===== src/rtl/mine_placer.sv =====
// Mine placement sequencer: draws unique mine cells from an LFSR stream, falls back to a
// linear scan if the stream stalls, then sweeps the board writing mine markers / counts.
module mine_placer #(
  parameter int unsigned ROWS          = 9,
  parameter int unsigned COLS          = 9,
  parameter int unsigned MINES         = 9,
  parameter int unsigned ATTEMPT_LIMIT = 1024
) (
  input  logic       clock,
  input  logic       reset,
  input  logic       start,
  input  logic [6:0] safe_idx,
  input  logic [7:0] rnd,
  output logic       busy,
  output logic       done,
  output logic       wr_en,
  output logic [6:0] wr_addr,
  output logic [3:0] wr_data,
  output logic [3:0] placed
);

  localparam int unsigned CELLS   = ROWS * COLS;
  localparam int          NumRows = int'(ROWS);
  localparam int          NumCols = int'(COLS);
  localparam int unsigned AttW    = (ATTEMPT_LIMIT > 2) ? $clog2(ATTEMPT_LIMIT) : 1;
  localparam int unsigned RowW    = (ROWS > 1) ? $clog2(ROWS) : 1;
  localparam int unsigned ColW    = (COLS > 1) ? $clog2(COLS) : 1;

  localparam logic [6:0]      LastCell = 7'(CELLS - 1);
  localparam logic [3:0]      MinesW   = 4'(MINES);
  localparam logic [AttW-1:0] AttLast  = AttW'(ATTEMPT_LIMIT - 1);
  localparam logic [RowW-1:0] RowLast  = RowW'(ROWS - 1);
  localparam logic [ColW-1:0] ColLast  = ColW'(COLS - 1);
  localparam logic [3:0]      MineMark = 4'hF;

  if (MINES < 1 || MINES >= CELLS || MINES > 15) begin : gen_bad_mines
    $error("mine_placer: MINES must lie in 1..CELLS-1 and fit the 4-bit placed count");
  end
  if (CELLS > 128) begin : gen_bad_board
    $error("mine_placer: board must fit a 7-bit cell index");
  end
  if (ATTEMPT_LIMIT < 2) begin : gen_bad_limit
    $error("mine_placer: ATTEMPT_LIMIT must be at least 2");
  end

  typedef enum logic [2:0] {
    StIdle,
    StPlace,
    StFallback,
    StCount,
    StDone
  } state_e;

  state_e           state_q, state_d;
  logic [CELLS-1:0] bitmap_q, bitmap_d;
  logic [3:0]       placed_q, placed_d;
  logic [AttW-1:0]  attempt_q, attempt_d;
  logic [6:0]       ptr_q, ptr_d;
  logic [6:0]       safe_q, safe_d;
  logic [RowW-1:0]  row_q, row_d;
  logic [ColW-1:0]  col_q, col_d;
  logic             wr_en_q, wr_en_d;
  logic [6:0]       wr_addr_q, wr_addr_d;
  logic [3:0]       wr_data_q, wr_data_d;
  logic             done_q, done_d;

  // Bitmap padded to the full 7-bit index space so any candidate can index it safely.
  logic [127:0] map_cur, map_nxt;
  logic [6:0]   cand, sweep_idx;
  logic         cand_ok, fb_ok, last_mine;

  logic unused_rnd_msb;
  assign unused_rnd_msb = rnd[7];

  function automatic logic [3:0] neighbours(input logic [127:0] map, input int row,
                                            input int col);
    logic [3:0] n;
    int         rr, cc;
    n = '0;
    for (int dr = -1; dr <= 1; dr++) begin
      for (int dc = -1; dc <= 1; dc++) begin
        rr = row + dr;
        cc = col + dc;
        if ((dr != 0 || dc != 0) && rr >= 0 && rr < NumRows && cc >= 0 && cc < NumCols) begin
          if (map[7'(rr * NumCols + cc)]) n = n + 4'd1;
        end
      end
    end
    return n;
  endfunction

  always_comb begin
    map_cur              = '0;
    map_cur[CELLS-1:0]   = bitmap_q;
    map_nxt              = map_cur;
    state_d              = state_q;
    placed_d             = placed_q;
    attempt_d            = attempt_q;
    ptr_d                = ptr_q;
    safe_d               = safe_q;
    row_d                = row_q;
    col_d                = col_q;
    cand                 = rnd[6:0];
    cand_ok              = (cand <= LastCell) && !map_cur[cand] && (cand != safe_q);
    fb_ok                = !map_cur[ptr_q] && (ptr_q != safe_q);
    last_mine            = (placed_q == MinesW - 4'd1);

    case (state_q)
      StIdle: begin
        if (start) begin
          map_nxt   = '0;
          placed_d  = '0;
          attempt_d = '0;
          safe_d    = safe_idx;
          state_d   = StPlace;
        end
      end
      StPlace: begin
        attempt_d = attempt_q + 1'b1;
        if (cand_ok) begin
          map_nxt[cand] = 1'b1;
          placed_d      = placed_q + 4'd1;
        end
        if (cand_ok && last_mine) begin
          state_d = StCount;
          row_d   = '0;
          col_d   = '0;
        end else if (attempt_q == AttLast) begin
          state_d = StFallback;
          ptr_d   = '0;
        end
      end
      StFallback: begin
        ptr_d = ptr_q + 7'd1;
        if (fb_ok) begin
          map_nxt[ptr_q] = 1'b1;
          placed_d       = placed_q + 4'd1;
          if (last_mine) begin
            state_d = StCount;
            row_d   = '0;
            col_d   = '0;
          end
        end
      end
      StCount: begin
        if (row_q == RowLast && col_q == ColLast) begin
          state_d = StDone;
        end else if (col_q == ColLast) begin
          col_d = '0;
          row_d = row_q + 1'b1;
        end else begin
          col_d = col_q + 1'b1;
        end
      end
      StDone:  state_d = StIdle;
      default: state_d = StIdle;
    endcase

    bitmap_d = map_nxt[CELLS-1:0];

    // Write port is registered: compute the value for the cell being entered on this edge,
    // using the post-edge bitmap so the final mine of the run is already visible.
    sweep_idx = 7'(int'(row_d) * NumCols + int'(col_d));
    wr_en_d   = (state_d == StCount);
    wr_addr_d = wr_en_d ? sweep_idx : '0;
    wr_data_d = '0;
    if (wr_en_d) begin
      wr_data_d = map_nxt[sweep_idx] ? MineMark : neighbours(map_nxt, int'(row_d), int'(col_d));
    end
    done_d = (state_d == StDone);
  end

  always_ff @(posedge clock) begin
    if (reset) begin
      state_q   <= StIdle;
      bitmap_q  <= '0;
      placed_q  <= '0;
      attempt_q <= '0;
      ptr_q     <= '0;
      safe_q    <= '0;
      row_q     <= '0;
      col_q     <= '0;
      wr_en_q   <= 1'b0;
      wr_addr_q <= '0;
      wr_data_q <= '0;
      done_q    <= 1'b0;
    end else begin
      state_q   <= state_d;
      bitmap_q  <= bitmap_d;
      placed_q  <= placed_d;
      attempt_q <= attempt_d;
      ptr_q     <= ptr_d;
      safe_q    <= safe_d;
      row_q     <= row_d;
      col_q     <= col_d;
      wr_en_q   <= wr_en_d;
      wr_addr_q <= wr_addr_d;
      wr_data_q <= wr_data_d;
      done_q    <= done_d;
    end
  end

  assign busy    = (state_q == StPlace) || (state_q == StFallback) || (state_q == StCount);
  assign done    = done_q;
  assign wr_en   = wr_en_q;
  assign wr_addr = wr_addr_q;
  assign wr_data = wr_data_q;
  assign placed  = placed_q;

endmodule


===== config.mk =====
export PLATFORM = sky130hd
export DESIGN_NAME = mine_placer
export DESIGN_NICKNAME = d
export VERILOG_FILES = /design/src/rtl/mine_placer.sv
export SDC_FILE = /design/constraint.sdc
export NUM_CORES = 1
export LEC_CHECK = 0
export BUFFER_PORTS_ARGS = -buffer_cell sky130_fd_sc_hd__clkbuf_2
export CAP_MARGIN = 0
export CELL_PAD_IN_SITES_DETAIL_PLACEMENT = 0
export CELL_PAD_IN_SITES_GLOBAL_PLACEMENT = 1
export CORE_ASPECT_RATIO = 1.4
export CORE_MARGIN = 4
export CORE_UTILIZATION = 26
export DETAILED_ROUTE_END_ITERATION = 6
export PLACE_DENSITY = 0.53
export SYNTH_ARGS = -nofsm -noshare
export SYNTH_HDL_FRONTEND = slang
export SYNTH_SLANG_ARGS = --single-unit

===== constraint.sdc =====
create_clock -name clock -period 17.7 [get_ports clock]
set_input_delay 2.655 -clock clock [delete_from_list [all_inputs] [get_ports clock]]
set_output_delay 2.655 -clock clock [all_outputs]
set_load 0.02 [all_outputs]

---- Word level (Yosys, flattened, before mapping) ----
Cells that the tools add are included.
word-level totals
  bits in registers ....................... 133
  latch bits .............................. 0
  memory bits (writable) .................. 0
  memory bits (read-only) ................. 0
  output and inout port bits .............. 18
  logic and storage cells ................. 214
  memories ................................ 0
operators by class
  add/sub/neg operators ................... 25
  multiply operators ...................... 3
  div/mod/pow operators ................... 0
  $lt $le $gt $ge ......................... 26
  equality and inequality tests ........... 16
  shift operators ......................... 0
  multiplexer cells ....................... 90
  bitwise logic cells ..................... 3
  reductions and logical operators ........ 39
operators with widths
  operator               count
  $pmux W128 S3          1
  $mux W128              2
  $or A81 B128 Y128      2
  $mux W4                35
  $mux W81               1
  $bmux W1 S7            11
  $lt A7 B9 Y1 const B   8
  $add A4 B1 Y4 const B  10
  $pmux W4 S3            3
  $add A7 B5 Y7          4
  $logic_and A1 B1 Y1    26
  $lt A7 B8 Y1 const B   3
  $mux W1                23
  $add A7 B6 Y7          3
  $pmux W10 S2           1
  $mux W3                6
  $add A7 B7 Y7          2
  $demux W1 S7           2
  $ge A7 B1 Y1 const B   2
  $mux W7                2
  $ne A7 B7 Y1           2
  $pmux W7 S2            1
  $add A5 B1 Y6 const B  2
  $eq A4 B4 Y1 const B   3
  other kinds (30)       47

---- Logic depth before layout (Yosys ltp) ----
  depth in word-level cells ............... 45
  depth in mapped cells ................... 49

---- Worst setup path after synthesis ----
Ideal clock, no wire load.
  path type ............................... input to register
  from .................................... input port rnd[0]
  to ...................................... register wr_data_q[2] (netlist: wr_data[2])
  arrival ................................. 12358 ps
  data required time ...................... 17626 ps
  setup slack ............................. 5267 ps
  cell stages on the path ................. 40
  path through ............................ buf_2 mux2_1 a221oi_1 nor2_1 o21a_1 nor3_4 a41oi_2 o32ai_2 inv_1 ha_1 clkbuf_1 buf_1 clkbuf_1 clkbuf_1 buf_1 clkbuf_1 a21boi_0 mux4_2 (+4 left out) ha_1 a32oi_2 nor2_1 ha_1 o21ai_0 a21oi_1 o31ai_1 inv_1 ha_1 xor2_1 nor3_1 a311o_1 ha_1 mux2_2 ha_1 nand2_1 or3_1 a31oi_1
between the ends
  cells in the longest elaborated chain, start to end .. 45
  elaborated cells on any way between the ends .. 129
  those cells by class .................... add/sub: 20; mul: 3; order compare: 15; eq/ne: 2; mux: 62; bitwise: 2; reduce/logical: 25
RTL lines
  element                        RTL line  text
  from (decl)                    13        input logic [7:0] rnd,
  $bmux W1 S7                    104       cand_ok = (cand <= LastCell) && !map_cur[cand] && (cand != safe_q);
  $mux W1 (implied by the code)  104
  $logic_not A1 Y1               104
  $logic_and A1 B1 Y1            104
  $logic_and A1 B1 Y1 (*)        104
  $logic_and A1 B1 Y1 (*)        124       if (cand_ok && last_mine) begin
  $mux W4 (*)                    124
  $pmux W4 S3 (*)                108       case (state_q)
  via row_d[0]                   60        logic [RowW-1:0] row_q, row_d;
  (+29 left out)                 n/a
  $add A4 B1 Y4                  85        if (map[7'(rr * NumCols + cc)]) n = n + 4'd1;
  $mux W4                        85
  $mux W4                        84        if ((dr != 0 || dc != 0) && rr >= 0 && rr < NumRows && cc >= 0 && cc < NumCols) begin
  $mux W4                        167       if (wr_en_d) begin
  $add A4 B1 Y4                  85
  $mux W4                        85
  $mux W4                        84
  $mux W4 (*)                    168       wr_data_d = map_nxt[sweep_idx] ? MineMark : neighbours(map_nxt, int'(row_d), int'(col_d));
  to (signal assigned)           198       wr_data_q <= wr_data_d;
  to (decl)                      64        logic [3:0] wr_data_q, wr_data_d;
The timed path passes the listed nets; every way through them passes the cells marked *. The select of a mux whose other input is x is not followed.
A chain may end at the register's enable or synchronous reset.

---- Final worst setup path ----
  from .................................... input port rnd[2]
  to ...................................... register wr_data_q[2] (netlist: wr_data[2])
The elaborated chain is that of the path after synthesis.

==> key figures <==
Run status
  – Outcome: finished, final reports clean

Synthesis
  – FF+latch count, synth: 133
  – Post-synth EDFFs: 0
  – Post-synth top flop: dfxtp_1
  – Synth unique cells: 119
  – Register area share after synthesis: 14.2%
  – Syn Inst Count: 2449
  – Post-synth net total: 2548
  – Async set-or-reset flop fraction in the synthesized netlist: 0%
  – Synthesized cell area: 18700 µm²
  – Synth warn: 0
  – Mean Syn Cell Area: 7.65 µm²

Setup path
  – Critical Path AT: 15.10 ns
  – Slowest CP cell: o21ai_2
  – Reg2reg setup slack: 4.93 ns
  – Critical path class: primary input to flop
  – Most Frequent Cell on Critical Path: ha_1
  – Crit path capture type: flop
  – Setup crit start kind: primary input
  – Critical Path RT: 18.11 ns
  – Max incr delay on CP: 0.66 ns
  – Largest fanout on the critical path: 22

Clocking
  – Cts bufs inserted: 17
  – Clock transition at path regs: 0.06 ns
  – H-tree levels: 4
  – CTS Buffer Depth: 2
  – Hold buffers post-CTS: 0
  – Post-CTS Resized: 0
  – Worst-skew pair later-pin latency: 0.50 ns
  – CTS tree: built
  – Post-CTS setup buffers: 0
  – CTS Sinks: 133
  – Clock root cell: clkbuf_16

Die
  – Initial Utilization: 26.2%
  – Core area: 71400 µm²
  – Rows: 116
  – Die H: 326 µm
  – Die width: 235 µm
  – I/O pin cnt: 36
  – Die area: 76500 µm²

Placed design
  – Area after DPL: 20400 µm²
  – Port bufs: 34
  – Final HPWL DP: 85.5 mm
  – RD Place Congestion: 1.05

STA
  – Final setup viols: 0
  – Max transition margin: 14.6%
  – Min Hold Slack: 0.493 ns
  – RSZ-0062 raised after global routing: no
  – Period minus WS final: 14.69 ns
  – Tcrit/Tclk final: 83.0%
  – Least-Margin Pin Slew: 1.25 ns
  – Pins Over Slew Limit: 0
  – Fmax: 68.1 MHz
  – Final hold vios: 0
  – TNS Setup: 0 ns
  – Fin Clk Skew: 0.0182 ns

Routing
  – Number of remaining DRC errors: 0
  – Post-route antenna net violation count: 0
  – Drt via density: 6.32
  – Via count: 21.5k
  – Total wire length: 111 mm
  – Iteration-0 DRC count of the detailed router: 2745
  – Pre-antenna DRT Iters: 6
  – DR WL/cell: 32.5 µm

Job
  – Max_cap viols: 0

Cells and area
  – Share of post-route cells with drive strength above 1: 14.7%
  – Syn-to-layout area delta: 12.0%
  – Final net count: 2549
  – Finished Cell Area: 21000 µm²

Power
  – Combinational share of power: 13.1%
  – Sequential share of power: 38.4%
  – Static leakage: 7.26 nW
  – Sw Pwr: 0.000253 W
  – Cell Int Power: 0.000540 W
  – Switching share of total power: 31.9%
  – Peak VDD IR: 0.0000778 V
  – Pwr Density: 37.8 nW/µm²
  – Clk pwr share: 48.5%

Global route
  – GRT Total Usage: 28.0%
  – First-pass GRT wire length: 156 mm
  – Largest net degree at the start of global routing: 62
  – Vias in the first global route: 20.9k
  – GRT Residual Overflow: 0
  – Antenna violations before repair: 1

Worst hold path
  – Type of the worst min-delay path: flop to flop
[path summary, 6_finish.rpt]
check / start / depth (start not counted) / end
max: rnd[2] / 46 / wr_data[2]$_SDFF_PP0_
min: attempt_q[3]$_SDFFE_PP0P_ / 1 / attempt_q[3]$_SDFFE_PP0P_
max reg2reg: ptr_q[3]$_SDFFE_PP0P_ / 47 / wr_data[2]$_SDFF_PP0_
min reg2reg: attempt_q[3]$_SDFFE_PP0P_ / 1 / attempt_q[3]$_SDFFE_PP0P_
[cell usage in the layout (no fill, tap or decap), types with 12 or more instances in the layout]
master,Yosys,final
o31ai_1,16,16
a31oi_1,45,45
xor2_1,45,44
a32o_1,21,21
a22oi_1,18,18
clkbuf_16,0,17
and2_1,25,25
nand4_1,31,31
nand2b_1,29,29
dfxtp_1,133,131
nor4_1,31,31
ha_1,70,69
a32oi_1,15,13
mux4_2,74,74
a22o_1,14,14
o22ai_1,17,17
mux2i_1,119,119
and3_1,21,21
inv_1,70,70
a211oi_1,42,42
a221oi_1,18,18
mux2_2,30,30
nor2b_1,36,36
a21oi_1,140,140
a21o_1,18,18
o211ai_1,29,29
clkbuf_2,0,33
o21ai_0,97,97
a41oi_1,30,30
a221o_1,16,16
xnor2_1,88,81
buf_4,11,120
nand3_1,69,68
o21a_1,12,12
nand2_1,268,268
nor2_1,289,288
nor3_1,73,71
[cells in the mapped netlist (all sizes together), types with 12 or more instances]
library cell,instances,area [µm²]
nand4,31,194
mux2i,120,1200
a32oi,16,148
o31ai,17,141
inv,73,274
mux4,74,1670
a221oi,21,225
a41oi,31,279
o21ai,107,547
o22ai,17,106
and3,21,131
ha,70,876
o211ai,31,243
a22o,14,123
a21oi,141,709
nor2,292,1110
buf,59,327
a22oi,18,135
a211oi,45,353
a21o,18,135
o21a,12,90.1
a31oi,45,282
nand2,268,1010
a221o,16,160
xor2,46,410
a32o,21,210
xnor2,89,798
and2,28,175
dfxtp,133,2660
nand2b,29,181
nand3,70,355
mux2,36,405
nor2b,36,225
nor3,78,422
nor4,33,228
clkbuf,112,420
[per-layer routing]
layer	vias to the layer above	share of wire [%]	GRT usage, %
met5	-	0.012	0
met4	2	11	23.9
met2	1365	45	45.7
li1	9296	-	-
met3	476	7.9	5.18
met1	10400	36	31.3
[state kept, by name, indices dropped and copies added, names as in the netlist]
| register | cells |
|---|---|
| safe_q | 7 |
| wr_data | 4 |
| row_q | 4 |
| placed | 4 |
| attempt_q | 10 |
| bitmap_q | 81 |
| wr_addr | 7 |
| col_q | 4 |
| wr_en | 1 |
| ptr_q | 7 |
| done | 1 |
| state_q | 3 |
[worst max-delay path: cells and delay by family]
| kind | cells | cell delay [ns] |
|---|---|---|
| adder cells (fa/ha/maj) | 10 | 3.00 |
| AO/OA/AOI/OAI | 16 | 5.15 |
| XOR/XNOR | 2 | 0.31 |
| buffers and inverters | 9 | 2.20 |
| AND/OR/NAND/NOR | 7 | 1.20 |
| multiplexers | 2 | 0.54 |
[cells by family (layout without fill, tap and decap cells)]
kind of cell,after synthesis,count (layout),synth area share (%)
simple gates,936,936,23.6
fa+ha+maj,81,81,5.85
compound gates,687,687,26.7
other cells,0,1,0
mux,230,230,17.5
buf+inv,245,259,5.47
xor+xnor,137,137,6.70
flops,133,133,14.2
[power by group through the flow]
| stage | clock network [W] | registers (W) | logic (W) |
|---|---|---|---|
| floorplan | 0 | 0.000310 | 0.0000592 |
| global placement | 0 | 0.000311 | 0.0000993 |
| detailed placement | 0 | 0.000311 | 0.0000993 |
| CTS | 0.000393 | 0.000304 | 0.0000997 |
| global route | 0.000402 | 0.000304 | 0.000106 |
| finish | 0.000385 | 0.000304 | 0.000104 |
[cell type report]
class                      count  area (µm²)
antenna                        1        2.50
inverter                      74         279
fill                        7727       50400
timing repair buffer         153        1070
clock buffer                  19         453
sequential                   133        2670
multi-input combinational   2071       15200
clock inverter                13         149
tap                          944        1180
[through the flow]
stage	setup slack [ns]	util [%]	std cells	total power, W
6_report	3.01	29.4	3408	0.000792
5_1_grt	2.51	29.4	3407	0.000812
4_1_cts	3.18	29.4	3407	0.000796
3_5_place_dp	2.67	28.5	3375	0.000410
3_3_place_gp	2.73	28.5	3375	0.000410
2_1_floorplan	5.27	-	2449	0.000369
Note: power is estimated with default switching activity, not from simulation.
